## config.mk

```make
export PLATFORM = sky130hd
export DESIGN_NAME = life_seq_ctrl
export DESIGN_NICKNAME = d
export VERILOG_FILES = /design/src/rtl/life_seq_ctrl.sv
export SDC_FILE = /design/constraint.sdc
export NUM_CORES = 1
export LEC_CHECK = 0
export BUFFER_PORTS_ARGS = -buffer_cell sky130_fd_sc_hd__buf_2
export CORE_MARGIN = 2
export CORE_UTILIZATION = 45
export DETAILED_ROUTE_END_ITERATION = 6
export HOLD_SLACK_MARGIN = 0.12
export MAX_ROUTING_LAYER = met4
export PLACE_DENSITY = 0.77
export SETUP_SLACK_MARGIN = 0.5
export SLEW_MARGIN = 20
export SYNTH_ARGS = -nofsm -noshare
export SYNTH_HDL_FRONTEND = slang
export SYNTH_SLANG_ARGS = --single-unit
```

## constraint.sdc

```tcl
create_clock -name clk -period 7.4 [get_ports clk]
set_clock_uncertainty 0.15 [all_clocks]
set_input_delay 1.11 -clock clk [delete_from_list [all_inputs] [get_ports clk]]
set_output_delay 1.11 -clock clk [all_outputs]
set_load 0.02 [all_outputs]
```

## src/rtl/life_seq_ctrl.sv

```systemverilog
// Generation sequencer for a Life grid: free-running ticks, single steps,
// and reseed, with a saturating generation counter.
module life_seq_ctrl #(
    parameter int DIVW = 24,
    parameter int GENW = 16
) (
    input  logic            clk,
    input  logic            reset,
    input  logic            start,
    input  logic            stop,
    input  logic            step,
    input  logic            clr,
    input  logic [DIVW-1:0] period,
    output logic            grid_en,
    output logic            grid_clear,
    output logic [GENW-1:0] gen_count,
    output logic            running
);

    typedef enum logic {
        S_IDLE = 1'b0,
        S_RUN  = 1'b1
    } state_t;

    state_t          r_state;
    logic [DIVW-1:0] r_div;
    logic            r_grid_en;
    logic            r_grid_clear;
    logic [GENW-1:0] r_gen;

    logic [DIVW-1:0] w_p;
    logic [DIVW-1:0] w_last;
    logic            w_tick;
    logic [GENW-1:0] w_gen_inc;

    assign w_p       = (period == '0) ? DIVW'(1) : period;
    assign w_last    = w_p - DIVW'(1);
    // >= so a period lowered mid-run ticks promptly instead of wrapping
    assign w_tick    = (r_div >= w_last);
    assign w_gen_inc = (r_gen == '1) ? r_gen : r_gen + GENW'(1);

    always_ff @(posedge clk) begin
        if (reset) begin
            r_state      <= S_IDLE;
            r_div        <= '0;
            r_gen        <= '0;
            r_grid_en    <= 1'b0;
            r_grid_clear <= 1'b0;
        end else begin
            r_grid_en    <= 1'b0;
            r_grid_clear <= 1'b0;
            if (clr) begin
                r_state      <= S_IDLE;
                r_div        <= '0;
                r_gen        <= '0;
                r_grid_en    <= 1'b1;
                r_grid_clear <= 1'b1;
            end else begin
                unique case (r_state)
                    S_RUN: begin
                        if (stop) begin
                            r_state <= S_IDLE;
                            r_div   <= '0;
                        end else if (w_tick) begin
                            r_div     <= '0;
                            r_grid_en <= 1'b1;
                            r_gen     <= w_gen_inc;
                        end else begin
                            r_div <= r_div + DIVW'(1);
                        end
                    end
                    S_IDLE: begin
                        if (start) begin
                            r_state <= S_RUN;
                            r_div   <= '0;
                        end else if (step) begin
                            r_grid_en <= 1'b1;
                            r_gen     <= w_gen_inc;
                        end
                    end
                    default: begin
                        r_state <= S_IDLE;
                        r_div   <= '0;
                    end
                endcase
            end
        end
    end

    assign grid_en    = r_grid_en;
    assign grid_clear = r_grid_clear;
    assign gen_count  = r_gen;
    assign running    = (r_state == S_RUN);

endmodule

```

Word-level counts from Yosys, hierarchy flattened
Index checks and enable logic that the tools add are counted.
- bits in registers: 43
- output and inout bits: 19
- $add $sub $neg: 3
- magnitude comparators: 1
- equal/unequal tests: 6
- multiplexer cells: 21
- bitwise gates (word level): 1
- reduce and logical (&&, ||, !) cells: 3
- operators with widths (cell ; count):
    $mux W24 ; 4
    $mux W16 ; 5
    $pmux W24 S2 ; 1
    $pmux W16 S2 ; 1
    $add A24 B1 Y24 const B ; 1
    $ge A24 B24 Y1 ; 1
    $logic_not A24 Y1 ; 1
    $sub A24 B1 Y24 const B ; 1
    $add A16 B1 Y16 const B ; 1
    $eq A16 B16 Y1 const B ; 1
    $mux W1 ; 8
    $ne A2 B2 Y1 const B ; 4
    $pmux W1 S2 ; 2
    $reduce_and A4 Y1 ; 1
    $ne A2 B1 Y1 const B ; 1
    $reduce_or A2 Y1 ; 1
    $not A1 Y1 ; 1

Longest topological paths before layout
- depth in word-level cells: 8
- mapped depth: 21
- mapped depth without buffers: 20

Least setup slack after synthesis
Ideal clock, no wire load.
- path type: input port to flip-flop
- start: input port period[16]
- end: register r_div[13]
- library setup time: 74 ps
- arrival: 4908 ps
- setup slack: 2268 ps
- stages on the path: 20
- path through: or4_4 nor3_2 nand2b_1 or2_1 nor4_4 nor2_1 ha_1 nor3b_1 nand3_1 nor3_1 nand2_1 xor2_1 ha_1 a21o_1 a22oi_1 nand4_1 nor3_2 clkbuf_1 a41oi_1 a31oi_1
- cells in the longest elaborated chain, start to end: 7
- ends and longest elaborated chain (what ; line ; source):
    start, declared ; 13 ; input logic [DIVW-1:0] period,
    $logic_not A24 Y1 ; 36 ; assign w_p = (period == '0) ? DIVW'(1) : period;
    $mux W24 (*) ; 36 ;
    $sub A24 B1 Y24 (*) ; 37 ; assign w_last = w_p - DIVW'(1);
    $ge A24 B24 Y1 (*) ; 39 ; assign w_tick = (r_div >= w_last);
    $mux W24 (*) ; 64 ; end else if (w_tick) begin
    $mux W24 (*) ; 61 ; if (stop) begin
    $pmux W24 S2 (*) ; 59 ; unique case (r_state)
    end signal, assigned ; 69 ; r_div <= r_div + DIVW'(1);
    end, declared ; 26 ; logic [DIVW-1:0] r_div;
Every way passes the cells marked *; elsewhere a longest branch is shown, timed or not.
A chain may end at the register's enable or synchronous reset.

Worst setup path in the final report
- start: input port period[0]
- end: register r_gen[14], in the netlist gen_count[14]
- cells in the longest elaborated chain, start to end: 6
- ends and longest elaborated chain (what ; line ; source):
    $logic_not A24 Y1 ; 36 ;
    $mux W24 (*) ; 36 ;
    $sub A24 B1 Y24 (*) ; 37 ;
    $ge A24 B24 Y1 (*) ; 39 ;
    $ne A2 B1 Y1 (no source line) (*) ; -- ;
    $reduce_and A4 Y1 (no source line) (*) ; -- ;
    end signal, assigned ; 67 ; r_gen <= w_gen_inc;
    end signal, assigned ; 78 ; r_gen <= w_gen_inc;
    end, declared ; 29 ; logic [GENW-1:0] r_gen;
Marked as above.

==> results.md <==
- The flow ran to the end, and the final reports show no timing, DRC or antenna violations.
- The async set-or-reset flop fraction in the synthesized netlist is 0.
- The utilization after layout is 0.537.
- Counting every instance in the synthesized netlist gives 383.
- The remaining max-slew budget at the tightest pin is 0.524.
- Static timing analysis puts the maximum clock frequency at approximately 170 MHz.
- The count of cells along the worst register-to-register path is 10.
- The initial core utilization is 0.472.
- The multi-input logic area is 2110 sq um.
- The TritonCTS clock tree is built.
- The signal on the critical path passes through buf_2, or4_1, nor4_2, nand2_1, nor4_4, nor2_1, ha_1, nor3b_1, nand3_1, nor3_1, nand2_1, xor2_1, ha_1, nand4_1, nor2_1, o2111ai_1, nand4_1, o21ai_1, buf_4, or4_1, a21oi_1.
- The nature of the critical path startpoint is an input port.
- For this run, the leading register cell type out of synthesis is sky130_fd_sc_hd__dfxtp_1.
- The count of buffers added on input and output ports is 48.
- The synthesized design contains 0 enable-type register cells.
- The count of different cell masters after synthesis is 48.
- The average detailed-routed wire length per instance is between 10 and 15 um.
- For this block, the routed nets add up to between 7000 and 8000 um of wire.
- The startpoint identified for the worst hold timing path is gen_count[15].
- In the routed design, unresolved DRC markers number 0.
- The post-synthesis adder-cell area fraction is 0.111.
- After filler insertion, the fill cell instance count of the layout stands at 611.
- The final antenna-violating net count is 0.
- The largest voltage drop on the vdd net is 72.6 uV.
- The initial antenna violation count is 0.
- Post-CTS timing repair inserted 0 buffers for setup.
- The max capacitance violation total is 0.
- The signed area change from the synthesized netlist to the final layout is 13.8%.
- In the post-synthesis netlist, the biggest area contributors are sky130_fd_sc_hd__dfxtp_1, sky130_fd_sc_hd__ha_1, sky130_fd_sc_hd__nand2_1, sky130_fd_sc_hd__xnor2_1, sky130_fd_sc_hd__a21oi_1.
- Summed over all cells, the static leakage comes to 0.00133 uW.
- The source-to-sink clock delay at the later pin of the worst-skew pair is 300 ps.
- Of the post-synthesis cell area, the dominant cell type holds 0.283.
- The net count of the mapped netlist is 440.
- The first routing iteration left 223 violations.
- The worst min-delay path category is reg2reg.
- The routed design could run at a clock period as short as 5820 ps.
- Entering global routing, the biggest net connects 36 pins.
- Timing analysis after detailed placement gives a worst setup slack of 1280 ps.
- The sum of negative setup slack is 0 ps.
- In the global route stage, overall resource usage came out at 0.205.
- After clock tree synthesis, the clock-pin slew on the worst setup and hold paths is about 80 ps.
- For flop-to-flop paths, the worst setup slack is approximately 4300 ps.
- The total number of placement rows is 29.
- In this design, the stage delay of the slowest critical-path cell is 570 ps.
- Along the worst path, the maximum fanout reaches 23.
- The endpoint identified for the worst register-to-register timing path is r_div[12].
- In this run the vertical extent of the chip is approximately 86 um.
- The area fraction in and, or, nand and nor cells after synthesis is 0.317.
- The library cells used most frequently in the layout, excluding fill and tap cells, are sky130_fd_sc_hd__buf_2, sky130_fd_sc_hd__dfxtp_1, sky130_fd_sc_hd__nand2_1, sky130_fd_sc_hd__nor2_1, sky130_fd_sc_hd__ha_1.
- The number of hold violations in the final report is 0.
- The number of buffers created by CTS is 5.
- The fraction of the yosys area taken by sequential cells is 0.283.
- The number of placed cells counting well taps is about 500.
- The mux share of post-synthesis cell area is 0.0131.
- The overall via count from detail_route is 3,049.
- The number of antenna cells inserted is 0.
- The first TritonRoute pass finished after 5 iterations.
- The synthesis warning total is 0.
- The net count of the finished layout is 488.
- The top cell type by total area after synthesis is sky130_fd_sc_hd__dfxtp_1.
- By area, the combinational part of the netlist is dominated by simple AND/OR/NAND/NOR gates.
- The fraction of final layout cells sized beyond drive strength 1 is 0.155.
- The library cell used most frequently in the layout, excluding fill and tap cells, is sky130_fd_sc_hd__buf_2.
- At the worst endpoint, the required time is around 7500 ps.
- The type of the setup path with the least slack is in2reg.
- The slew at the pin with the worst max-slew slack is 712 ps.
- The die extent in x is 86.3 um.
- Summing all flip-flop and latch instances after layout gives 861 sq um.
- In this run, post-CTS hold repair placed 0 buffers.
- The synthesized design contains 43 register bits.
- The final count of negative-setup-slack endpoints is 0.
- The ratio of total power to cell area is 128 nW/um^2.
- The worst hold-check slack is 343 ps.
- After the flow finishes, the layout carries non-filler instances totaling 509.
- The number of global-route vias before repair is 2,726.
- For this design the top-level I/O count stands at 49.
- The first-pass GRT wire length is 12,300 um.
- The total core area is 6460 sq um.
- The buffer type at the clock tree root is sky130_fd_sc_hd__clkbuf_8.
- The area fraction in compound gates after synthesis is 0.186.
- Each instance of the synthesized netlist takes up on average 7.95 sq um.
- The path with the worst hold slack has its endpoint at gen_count[15].
- In this run, post-CTS repair resized a total of 0 instances.
- Among all stages on the critical path, the largest delay is contributed by sky130_fd_sc_hd__or4_1.
- STA classifies the critical path endpoint as a flop.
- For this run the aggregate overflow at the end of global routing stands at 0.
- The routability-driven placement congestion ratio is around 0.78.
- After legalization and detailed placement, the total HPWL measured ~5400 um.
- The clock net in this run drives a total of between 40 and 50 sinks.
- The die covers 7440 sq um.
- Summing every instance area after synthesis gives 3050 sq um.
- The data arrival time of the critical path is a little under 6000 ps.
- The worst register-to-register path begins at r_div[0].
- The final worst slack is between 1500 and 2000 ps.
- The buffer depth of the longest clock path is 2.
- In the finished design, the share of the clock period the worst path needs comes to 0.786.
- Of the total synthesized cell area, the portion taken by XOR and XNOR cells is 0.0661.
- Setup repair after global routing left no endpoint under its margin.
- The worst hold path passes through 2 cells.
- The vias per cell is between 5 and 6.
- The final max-slew violation count came to 0.
- The clock tree synthesis step divided the H-tree into 2 levels.
critical path, delay by kind of cell:
kind	cells	cell delay [ps]
adders and majority gates	2	520
AOI/OAI and AO/OA	3	390
and+or+nand+nor	13	3470
xor gates and xnor gates	1	60
buffers and inverters	2	340
metal layers:
| layer | wire [um] | vias up | global-route usage | share of wire |
|---|---|---|---|---|
| li1 | - | 1545 | - | - |
| met1 | 3420 | 1414 | 0.269 | 0.48 |
| met2 | 3350 | 83 | 0.329 | 0.46 |
| met3 | 354 | 7 | 0.0410 | 0.049 |
| met4 | 78 | 0 | 0.0483 | 0.011 |
| met5 | 0 | - | - | 0 |
synth_stat cells (4+ instances only):
master,number
sky130_fd_sc_hd__or3_1,6
sky130_fd_sc_hd__mux2i_1,4
sky130_fd_sc_hd__a31oi_1,9
sky130_fd_sc_hd__dfxtp_1,43
sky130_fd_sc_hd__nor3_1,13
sky130_fd_sc_hd__inv_1,9
sky130_fd_sc_hd__a21oi_1,24
sky130_fd_sc_hd__o21ai_0,24
sky130_fd_sc_hd__nand4_1,14
sky130_fd_sc_hd__o211ai_1,6
sky130_fd_sc_hd__nand2_1,36
sky130_fd_sc_hd__and3_1,11
sky130_fd_sc_hd__xnor2_1,15
sky130_fd_sc_hd__nand3_1,22
sky130_fd_sc_hd__ha_1,27
sky130_fd_sc_hd__nor4_1,14
sky130_fd_sc_hd__o21a_1,5
sky130_fd_sc_hd__nand2b_1,6
sky130_fd_sc_hd__nor2_1,29
sky130_fd_sc_hd__clkbuf_1,9
sky130_fd_sc_hd__xor2_1,8
metrics by stage:
stage | total power [uW] | instance area, sq um
after floorplan | 265 | 3050
after global placement | 285 | 3370
after detailed placement | 287 | 3370
after CTS | 448 | 3470
after global routing | 467 | 3470
final | 445 | 3470
how the worst max path moves through the flow:
stage | depth (start not counted) | start | slack, ps | endpoint
final | 21 | period[0] | 1580 | gen_count[14]
after floorplan | 20 | period[16] | 2270 | r_div[13]
after detailed placement | 21 | period[0] | 1280 | gen_count[14]
after CTS | 21 | period[0] | 1550 | gen_count[14]
after global routing | 20 | period[0] | 1110 | r_div[5]
after global placement | 21 | period[0] | 1420 | gen_count[14]
flip-flops by register name (all words and copies together), names as in the netlist:
name and count:
r_div 24, running 1, grid_clear 1, gen_count 16, grid_en 1
logic make-up (layout without fill, tap and decap cells):
logic type	count (synthesis)	after routing
simple gates	176	176
compound gates	91	91
flops	43	43
fa+ha+maj	27	27
xor+xnor	23	23
buf+inv	19	68
mux	4	4
cell type report:
type / instances / area share
multi-input combinational: 321 / 0.610
sequential: 43 / 0.248
timing repair buffer: 51 / 0.0758
clock buffer: 8 / 0.0289
tap: 77 / 0.0278
inverter: 9 / 0.00974
power breakdown:
| part | leakage [uW] | internal (uW) | switching, uW |
|---|---|---|---|
| logic | 0.000932 | 19.6 | 28.8 |
| clock network | 0.0000515 | 85.2 | 78.4 |
| registers | 0.000347 | 232 | 0.738 |
Note: power is estimated with default switching activity, not from simulation.
